**src/rtl/risc_ctrl_seq.sv**
```systemverilog
// Instruction-sequencing controller: eight-phase fetch/execute flow with memory
// wait states, illegal-opcode detection, a sticky halt and a retired-instruction count.
module risc_ctrl_seq #(
  parameter int OPCODE_WIDTH = 3,
  parameter int MEM_WAIT     = 0,
  parameter int CNT_WIDTH    = 16
) (
  input  logic                    clk,
  input  logic                    rst_n,
  input  logic [OPCODE_WIDTH-1:0] opcode,
  input  logic                    is_zero,
  input  logic                    mem_ready,
  input  logic                    resume,
  output logic                    sel,
  output logic                    rd,
  output logic                    ld_ir,
  output logic                    halt,
  output logic                    inc_pc,
  output logic                    ld_ac,
  output logic                    ld_pc,
  output logic                    wr,
  output logic                    data_e,
  output logic                    illegal,
  output logic [CNT_WIDTH-1:0]    retired
);

  typedef enum logic [3:0] {
    S_INST_ADDR  = 4'd0,
    S_INST_FETCH = 4'd1,
    S_INST_LOAD  = 4'd2,
    S_IDLE       = 4'd3,
    S_OP_ADDR    = 4'd4,
    S_OP_FETCH   = 4'd5,
    S_ALU_OP     = 4'd6,
    S_STORE      = 4'd7,
    S_HALTED     = 4'd8
  } state_t;

  localparam logic [3:0] WAIT_MAX = 4'(MEM_WAIT);

  state_t               state_q, state_d;
  logic [3:0]           wcnt_q, wcnt_d;
  logic [CNT_WIDTH-1:0] retired_q, retired_d;

  logic       ill;
  logic [2:0] op_lo;
  logic       is_hlt, is_skz, is_jmp, is_sto, aluop;
  logic       w_met;
  logic       enter_hold;

  // Any set bit above the three architectural opcode bits makes the code illegal.
  generate
    if (OPCODE_WIDTH > 3) begin : g_wide_op
      assign ill = |opcode[OPCODE_WIDTH-1:3];
    end else begin : g_narrow_op
      assign ill = 1'b0;
    end
  endgenerate

  assign op_lo  = opcode[2:0];
  assign is_hlt = !ill && (op_lo == 3'd0);
  assign is_skz = !ill && (op_lo == 3'd1);
  assign is_sto = !ill && (op_lo == 3'd6);
  assign is_jmp = !ill && (op_lo == 3'd7);
  assign aluop  = !ill && ((op_lo == 3'd2) || (op_lo == 3'd3) ||
                           (op_lo == 3'd4) || (op_lo == 3'd5));
  assign w_met  = (wcnt_q == WAIT_MAX) && mem_ready;

  // Next-state, wait-counter and retire-count logic.
  always_comb begin
    state_d   = state_q;
    retired_d = retired_q;
    case (state_q)
      S_INST_ADDR:  state_d = S_INST_FETCH;
      S_INST_FETCH: begin
        if (w_met) begin
          state_d = S_INST_LOAD;
        end else begin
          state_d = S_INST_FETCH;
        end
      end
      S_INST_LOAD:  state_d = S_IDLE;
      S_IDLE:       state_d = S_OP_ADDR;
      S_OP_ADDR: begin
        if (is_hlt) begin
          state_d = S_HALTED;
        end else begin
          state_d = S_OP_FETCH;
        end
      end
      S_OP_FETCH: begin
        if (!aluop || w_met) begin
          state_d = S_ALU_OP;
        end else begin
          state_d = S_OP_FETCH;
        end
      end
      S_ALU_OP:     state_d = S_STORE;
      S_STORE: begin
        state_d   = S_INST_ADDR;
        retired_d = retired_q + CNT_WIDTH'(1);
      end
      S_HALTED: begin
        if (resume) begin
          state_d = S_INST_ADDR;
        end else begin
          state_d = S_HALTED;
        end
      end
      default:      state_d = S_INST_ADDR;
    endcase

    // The counter restarts on entry to a read hold and otherwise saturates.
    enter_hold = (state_d != state_q) &&
                 ((state_d == S_INST_FETCH) || ((state_d == S_OP_FETCH) && aluop));
    if (enter_hold) begin
      wcnt_d = 4'd0;
    end else if (wcnt_q != WAIT_MAX) begin
      wcnt_d = wcnt_q + 4'd1;
    end else begin
      wcnt_d = wcnt_q;
    end
  end

  // Control strobes decoded from the current phase; reset forces the PC address path only.
  always_comb begin
    sel     = 1'b0;
    rd      = 1'b0;
    ld_ir   = 1'b0;
    halt    = 1'b0;
    inc_pc  = 1'b0;
    ld_ac   = 1'b0;
    ld_pc   = 1'b0;
    wr      = 1'b0;
    data_e  = 1'b0;
    illegal = 1'b0;
    if (!rst_n) begin
      sel = 1'b1;
    end else begin
      case (state_q)
        S_INST_ADDR:  sel = 1'b1;
        S_INST_FETCH: begin
          sel = 1'b1;
          rd  = 1'b1;
        end
        S_INST_LOAD, S_IDLE: begin
          sel   = 1'b1;
          rd    = 1'b1;
          ld_ir = 1'b1;
        end
        S_OP_ADDR: begin
          inc_pc  = 1'b1;
          illegal = ill;
        end
        S_OP_FETCH:   rd = aluop;
        S_ALU_OP: begin
          rd     = aluop;
          inc_pc = is_skz && is_zero;
          ld_pc  = is_jmp;
          data_e = is_sto;
        end
        S_STORE: begin
          rd     = aluop;
          ld_ac  = aluop;
          ld_pc  = is_jmp;
          wr     = is_sto;
          data_e = is_sto;
        end
        S_HALTED: begin
          halt = 1'b1;
          sel  = 1'b1;
        end
        default: begin
          sel = 1'b0;
        end
      endcase
    end
  end

  // Phase, wait-counter and retire-count registers.
  always_ff @(posedge clk or negedge rst_n) begin
    if (!rst_n) begin
      state_q   <= S_INST_ADDR;
      wcnt_q    <= 4'd0;
      retired_q <= {CNT_WIDTH{1'b0}};
    end else begin
      state_q   <= state_d;
      wcnt_q    <= wcnt_d;
      retired_q <= retired_d;
    end
  end

  assign retired = retired_q;

endmodule

```
**config.mk**
```make
export PLATFORM = sky130hd
export DESIGN_NAME = risc_ctrl_seq
export DESIGN_NICKNAME = d
export VERILOG_FILES = /design/src/rtl/risc_ctrl_seq.sv
export SDC_FILE = /design/constraint.sdc
export NUM_CORES = 1
export LEC_CHECK = 0
export ABC_AREA = 0
export CORE_ASPECT_RATIO = 0.75
export CORE_MARGIN = 8
export CORE_UTILIZATION = 50
export DETAILED_ROUTE_END_ITERATION = 16
export MAX_ROUTING_LAYER = met4
export PLACE_DENSITY = 0.9
export SYNTH_ARGS = -nofsm -noshare
export SYNTH_HDL_FRONTEND = slang
export SYNTH_SLANG_ARGS = --single-unit
```
**constraint.sdc**
```tcl
create_clock -name clk -period 4.25 [get_ports clk]
set_input_delay 1.0625 -clock clk [delete_from_list [all_inputs] [get_ports clk]]
set_output_delay 1.0625 -clock clk [all_outputs]
set_load 0.03 [all_outputs]
```
# [Yosys cells after proc, flatten, opt, wreduce, memory -nomap -nowiden]
# Cells that the tools add are included.
# W data, S select, Z words.
[word_totals] ff_bits=24
[op_classes] reduce_logical=20 muxes=25 eq_ne=18 add_sub_neg=2
[ops] op="$pmux W4 S8" count=1
[ops] op="$eq A4 B3 Y1 const B" count=5
[ops] op="$add A16 B1 Y16 const B" count=1
[ops] op="$mux W1" count=16
[ops] op="$mux W4" count=4
[ops] op="$eq A3 B3 Y1 const B" count=4
[ops] op="$eq A4 B1 Y1 const B" count=2
[ops] op="$eq A4 B2 Y1 const B" count=2
[ops] op="$logic_not A4 Y1" count=2
[ops] op="$eq A3 B2 Y1 const B" count=2
[ops] op="$reduce_or A3 Y1" count=2
[ops] op="$logic_or A1 B1 Y1" count=5
[ops] op="$reduce_or A5 Y1" count=1
[ops] op="$add A4 B1 Y4 const B" count=1
[ops] op="$eq A4 B4 Y1 const B" count=1
[ops] op="$logic_and A1 B1 Y1" count=4
[ops] op="$mux W2" count=2
[ops] op="$ne A4 B4 Y1" count=1
[ops] op="$pmux W1 S2" count=2
[ops] op="$reduce_bool A4 Y1" count=1
[ops] op="$reduce_or A2 Y1" count=2
[ops] op="$eq A3 B1 Y1 const B" count=1
[ops] op="$logic_not A3 Y1" count=1
[ops] op="$reduce_bool A2 Y1" count=1
[ops] op="$logic_not A1 Y1" count=1

# [Longest topological paths before layout]
# Gate-level depths: netlist (run 1).
[logic_depth] ltp_word=13 depth_mapped=6 depth_no_buf=6

# [Worst setup path before layout (run 1)]
# No wires, ideal clock.
[synth_timing] kind="input -> output" from="input port opcode[1]" to="output port rd" stages=3 t_arrival_ns=2.978 path_slack_ns=0.209 t_required_ns=3.188 path_cell_list="buf_2 > xnor2_1 > a2111oi_0"
[synth_via] elab_chain_cells=6
[synth_lines] element="from (decl)" line_no="10" text="input logic [OPCODE_WIDTH-1:0] opcode,"
[synth_lines] element="$eq A3 B2 Y1" line_no="65" text="assign aluop = !ill && ((op_lo == 3'd2) || (op_lo == 3'd3) ||"
[synth_lines] element="$logic_or A1 B1 Y1 (2 in series)" line_no="65"
[synth_lines] element="$logic_or A1 B1 Y1 (*)" line_no="66" text="(op_lo == 3'd4) || (op_lo == 3'd5));"
[synth_lines] element="$pmux W1 S2 (*)" line_no="140" text="case (state_q)"
[synth_lines] element="$mux W1 (*)" line_no="137" text="if (!rst_n) begin"
[synth_lines] element="to (decl)" line_no="15" text="output logic rd,"
# Every way passes the cells marked *; elsewhere a longest branch is shown, timed or not.

# [Worst setup path in the final report (run 1)]
[layout_timing] from="input port opcode[2]" to="output port rd"
# Same word-level chain as after synthesis.

==> out/metrics.yaml, run 1 <==
track_usage_pct: 13.8
vias_per_cell: 5.55
overflow: 0
synth.top_cell.area_share_pct: 42.1
fin_nets: 188
drt_iter0_markers: 106
max_slew.worst_pin.slew_ns: 0.720
final_cell_mix: "clkdlybuf4s50_1, dfrtp_1, nand2_1"
cp.arrival_ns: 2.56
fill_cells: 196
synth.area.top_cells: "dfrtp_1, xnor2_1, xor2_1"
ctsLongestPathBuffers: 2
clk_pin_slew_ns: 0.07
port_buffers: 32
grt_pass1_wl_um: 5340
rows: 16
max_cap_violations: 0
clockRootBuffer: "clkbuf_8"
ir_drop_mv: 0.253
max_stage_delay_ns: 0.65
netlist_area_mm2: 0.00143
fmax_mhz: 276
final.period_utilization_pct: 85.2
finClkSkew_ns: 0.00376
seq_area_frac_synth_pct: 42.1
cts_tree: "built"
vias: 1172
leakage_nw: 0.790
cts.sinks: 24
drc: 0
initial_core_util_pct: 53.6
cts_buffers: 3
insertion_delay_ns: 0.26
syn_avg_cell_area_um2: 9.71
htreeDepth: 1
ys_warn_count: 0
post_cts_resized: 0
hold_viol: 0
coreArea_mm2: 0.00266
grt_max_degree: 22
slew_viol_final: 0
power_density_mw_per_mm2: 473
finalSetupViolations: 0
start_kind: "primary input"
hold_buffers: 0
die_w_um: 77.7
finalSetupTns_ns: 0
grt_pass1_vias: 1122
wirelength_um: 3330
crit_required_ns: 3.19
die_h_um: 62.3
dieArea_mm2: 0.00484
end_kind: "primary output"
synthDistinctLibCells: 44
syn2layout_area_growth_pct: 24.5
rsz0062_at_grt: "false"
postCtsSetupBuffers: 0
ys_ff_latch: 24
wl_per_cell_um: 15.8
drive_above_1_share_pct: 11.4
path_cells: "clkdlybuf4s50_1, xnor2_1, a2111oi_0, buf_4"
first_pass_iters: 4
syn-num-nets: 158
antenna_cells: 0
crit_family: "buffers and inverters"
path_class: "primary input to primary output"
ant_nets: 0
io_pins: 34
total_power_mw: 0.840
syn_inst: 147
cpMaxStageDelayCell: "clkdlybuf4s50_1"
period_minus_slack_ns: 3.62
hold_class: "register to register"
hpwl_um: 2570
routabilityCongestion: 0.848
antenna_found_initial: 0
worstPathMaxFanout: 8
slew_headroom_pct: 51.9
yosys.area.top_type: "dfrtp_1"
critPathBufInv: 2
status: "finished clean"
-- flip-flops by register name (all words and copies together), names as in the netlist --
signal	cells
retired	16
state_q	4
wcnt_q	4
-- power by group --
part | switching, mW | internal (mW) | total (mW)
Combinational | 0.196 | 0.164 | 0.360
Clock | 0.0647 | 0.0632 | 0.128
Sequential | 0.0806 | 0.272 | 0.352
-- stage by stage --
| step | utilization [%] | instances | hold WS (ns) | area [um^2] | setup WS, ns |
|---|---|---|---|---|---|
| 2_1_floorplan | - | 147 | 0.561 | 1430 | 0.209 |
| 3_3_place_gp | 65.2 | 208 | 0.456 | 1740 | 0.693 |
| 3_5_place_dp | 65.2 | 208 | 0.461 | 1740 | 0.637 |
| 4_1_cts | 66.7 | 211 | 0.476 | 1780 | 0.632 |
| 5_1_grt | 66.7 | 211 | 0.504 | 1780 | 0.457 |
| 6_report | 66.7 | 211 | 0.478 | 1780 | 0.631 |
-- path summary, 6_finish.rpt --
check	from	slack (ns)	cells past startpoint	end
max	opcode[2]	0.63	4	rd
max in group asynchronous	rst_n	2.61	2	retired[11]$_DFFE_PN0N_
max reg2reg	state_q[2]$_DFF_PN0_	2.17	4	retired[9]$_DFFE_PN0N_
min in group asynchronous	rst_n	1.07	1	wcnt_q[0]$_DFFE_PN0P_
min	retired[15]$_DFFE_PN0N_	0.48	1	retired[15]$_DFFE_PN0N_
min reg2reg	retired[15]$_DFFE_PN0N_	0.48	1	retired[15]$_DFFE_PN0N_
-- kinds of logic (layout without fill, tap and decap cells) --
logic type / count (synthesis) / in the layout / synth area share (%)
adder cells (fa/ha/maj): 3 / 3 / 2.63
other: 1 / 1 / 0.263
buffers and inverters: 17 / 45 / 5.52
flip-flops: 24 / 24 / 42.1
XOR/XNOR: 19 / 19 / 11.7
multiplexers: 4 / 4 / 2.89
AO/OA/AOI/OAI: 24 / 24 / 11.4
AND/OR/NAND/NOR: 55 / 55 / 23.6
-- per-layer routing --
layer | vias up | track usage, % | share of wire (%)
met2 | 36 | 24.1 | 53
met3 | 2 | 3.74 | 6.3
met5 | - | - | 0
li1 | 570 | - | -
met1 | 564 | 15.5 | 40
met4 | 0 | 2.35 | 0.75
-- synthesized netlist by cell type, drive strengths merged --
cell type   n
and2b       1
nor2b       2
buf         5
a21boi      1
nand4       3
ha          3
nor3b       1
a211oi      1
conb        1
nand2b      1
a21o        1
mux2i       3
or3b        2
and4        1
nor3       10
o22a        1
mux2        1
a2111oi     2
inv         9
nor2        9
a22oi       1
nor4        3
a21oi       8
o21ai       2
xor2        9
a311oi      1
a221oi      2
and3        2
a22o        1
clkbuf      3
and2        1
xnor2      10
and4b       2
a31oi       2
o41ai       1
nand2      11
nand3       6
dfrtp      24
-- area by class of cell --
class	instances	area, um^2	share of cell area, %
Clock buffer	3	41.3	2.32
Timing Repair Buffer	33	308	17.3
Inverter	9	33.8	1.90
Multi-Input combinational cell	106	748	42.1
Sequential cell	24	601	33.8
Tap cell	36	45.0	2.54
(Power assumes the default switching activity.)
==> run 2: changes to the inputs <==
Settings changed: ABC_AREA 0 to unset, CORE_MARGIN 8 to 2, MAX_ROUTING_LAYER met4 to unset.
==> out/metrics.yaml, run 2 (synthesized netlist as in run 1, its figures left out) <==
cts_buffers: 3
die_h_um: 50.3
slew_viol_final: 0
finalSetupTns_ns: 0
coreArea_mm2: 0.00266
ant_nets: 0
antenna_found_initial: 0
postCtsSetupBuffers: 0
period_minus_slack_ns: 3.64
syn2layout_area_growth_pct: 25.4
first_pass_iters: 4
crit_required_ns: 3.19
rows: 16
rsz0062_at_grt: "false"
timing.hold.ws_ns: 0.471
htreeDepth: 1
path_class: "primary input to primary output"
hold_class: "register to register"
wirelength_um: 3250
clockRootBuffer: "clkbuf_8"
drt-met1-wl_um: 1480
antenna_cells: 0
dieArea_mm2: 0.00330
insertion_delay_ns: 0.27
start_kind: "primary input"
max_cap_violations: 0
io_pins: 34
end_kind: "primary output"
fin_nets: 188
wl_per_cell_um: 15.3
final_cell_mix: "clkdlybuf4s50_1, dfrtp_1, nand2_1"
vias: 1208
drt_iter0_markers: 76
overflow: 0
finalSetupViolations: 0
status: "finished clean"
drive_above_1_share_pct: 11.9
slew_headroom_pct: 53.0
worstPathMaxFanout: 8
r2r_slack_ns: 2.26
clk_pin_slew_ns: 0.08
wl_met2_um: 1610
grt_pass1_vias: 1157
initial_core_util_pct: 53.6
cts_tree: "built"
ctsLongestPathBuffers: 2
max_slew.worst_pin.slew_ns: 0.703
post_cts_resized: 0
track_usage_pct: 22.1
met3_length_um: 113
routabilityCongestion: 0.842
drc: 0
hold_viol: 0
die_w_um: 65.7
power_density_mw_per_mm2: 488
finClkSkew_ns: 0.00469
hold_buffers: 0
fmax_mhz: 275
final.period_utilization_pct: 85.6
hpwl_um: 2450
cp.arrival_ns: 2.57
cts.sinks: 24
vias_per_cell: 5.70
largest_reg_flops: 16
grt_max_degree: 21
ir_drop_mv: 0.312
highest_layer: "met4"
port_buffers: 32
grt_pass1_wl_um: 5640
leakage_nw: 0.797
[run 2: cell type report]
cell class              instances  area (um^2)
flip-flops and latches         24          601
repair buffers                 33          308
inverters                       9         33.8
clock buffers                   4         55.1
fillers                       203          872
multi-input cells             106          748
well taps                      36         45.0
[run 2: stage by stage]
step / util (%) / instances / total power, mW / instance area [um^2] / setup slack, ns
floorplan: - / 147 / 0.611 / 1430 / 0.209
global placement: 65.2 / 208 / 0.690 / 1740 / 0.640
detailed placement: 65.2 / 208 / 0.719 / 1740 / 0.620
CTS: 67.2 / 212 / 0.874 / 1790 / 0.616
global route: 67.2 / 212 / 0.936 / 1790 / 0.535
finish: 67.2 / 212 / 0.874 / 1790 / 0.614
[run 2: critical path, cell delays in order]
cell             delay (ns)
clkdlybuf4s50_1        0.65
xnor2_1                0.19
a2111oi_0              0.44
buf_4                  0.23
[run 2: worst paths after layout]
check	from	end	depth (start not counted)
max	opcode[1]	rd	4
min	retired[15]$_DFFE_PN0N_	retired[15]$_DFFE_PN0N_	1
max reg2reg	state_q[2]$_DFF_PN0_	retired[11]$_DFFE_PN0N_	4
min reg2reg	retired[15]$_DFFE_PN0N_	retired[15]$_DFFE_PN0N_	1
max in group asynchronous	rst_n	retired[3]$_DFFE_PN0N_	2
min in group asynchronous	rst_n	state_q[3]$_DFF_PN0_	1
[run 2: routing by layer]
layer | global-route usage [%] | vias to the layer above
met2 | 35.7 | 25
met5 | 0 | -
li1 | - | 569
met3 | 4.71 | 6
met4 | 4.51 | 0
met1 | 30.7 | 608
[run 2: power breakdown]
| group | switching, mW | total [mW] | internal [mW] | leakage (nW) |
|---|---|---|---|---|
| combinational | 0.197 | 0.362 | 0.165 | 0.446 |
| clock | 0.0712 | 0.154 | 0.0827 | 0.0288 |
| sequential | 0.0864 | 0.358 | 0.272 | 0.322 |
| total | 0.355 | 0.874 | 0.519 | 0.797 |
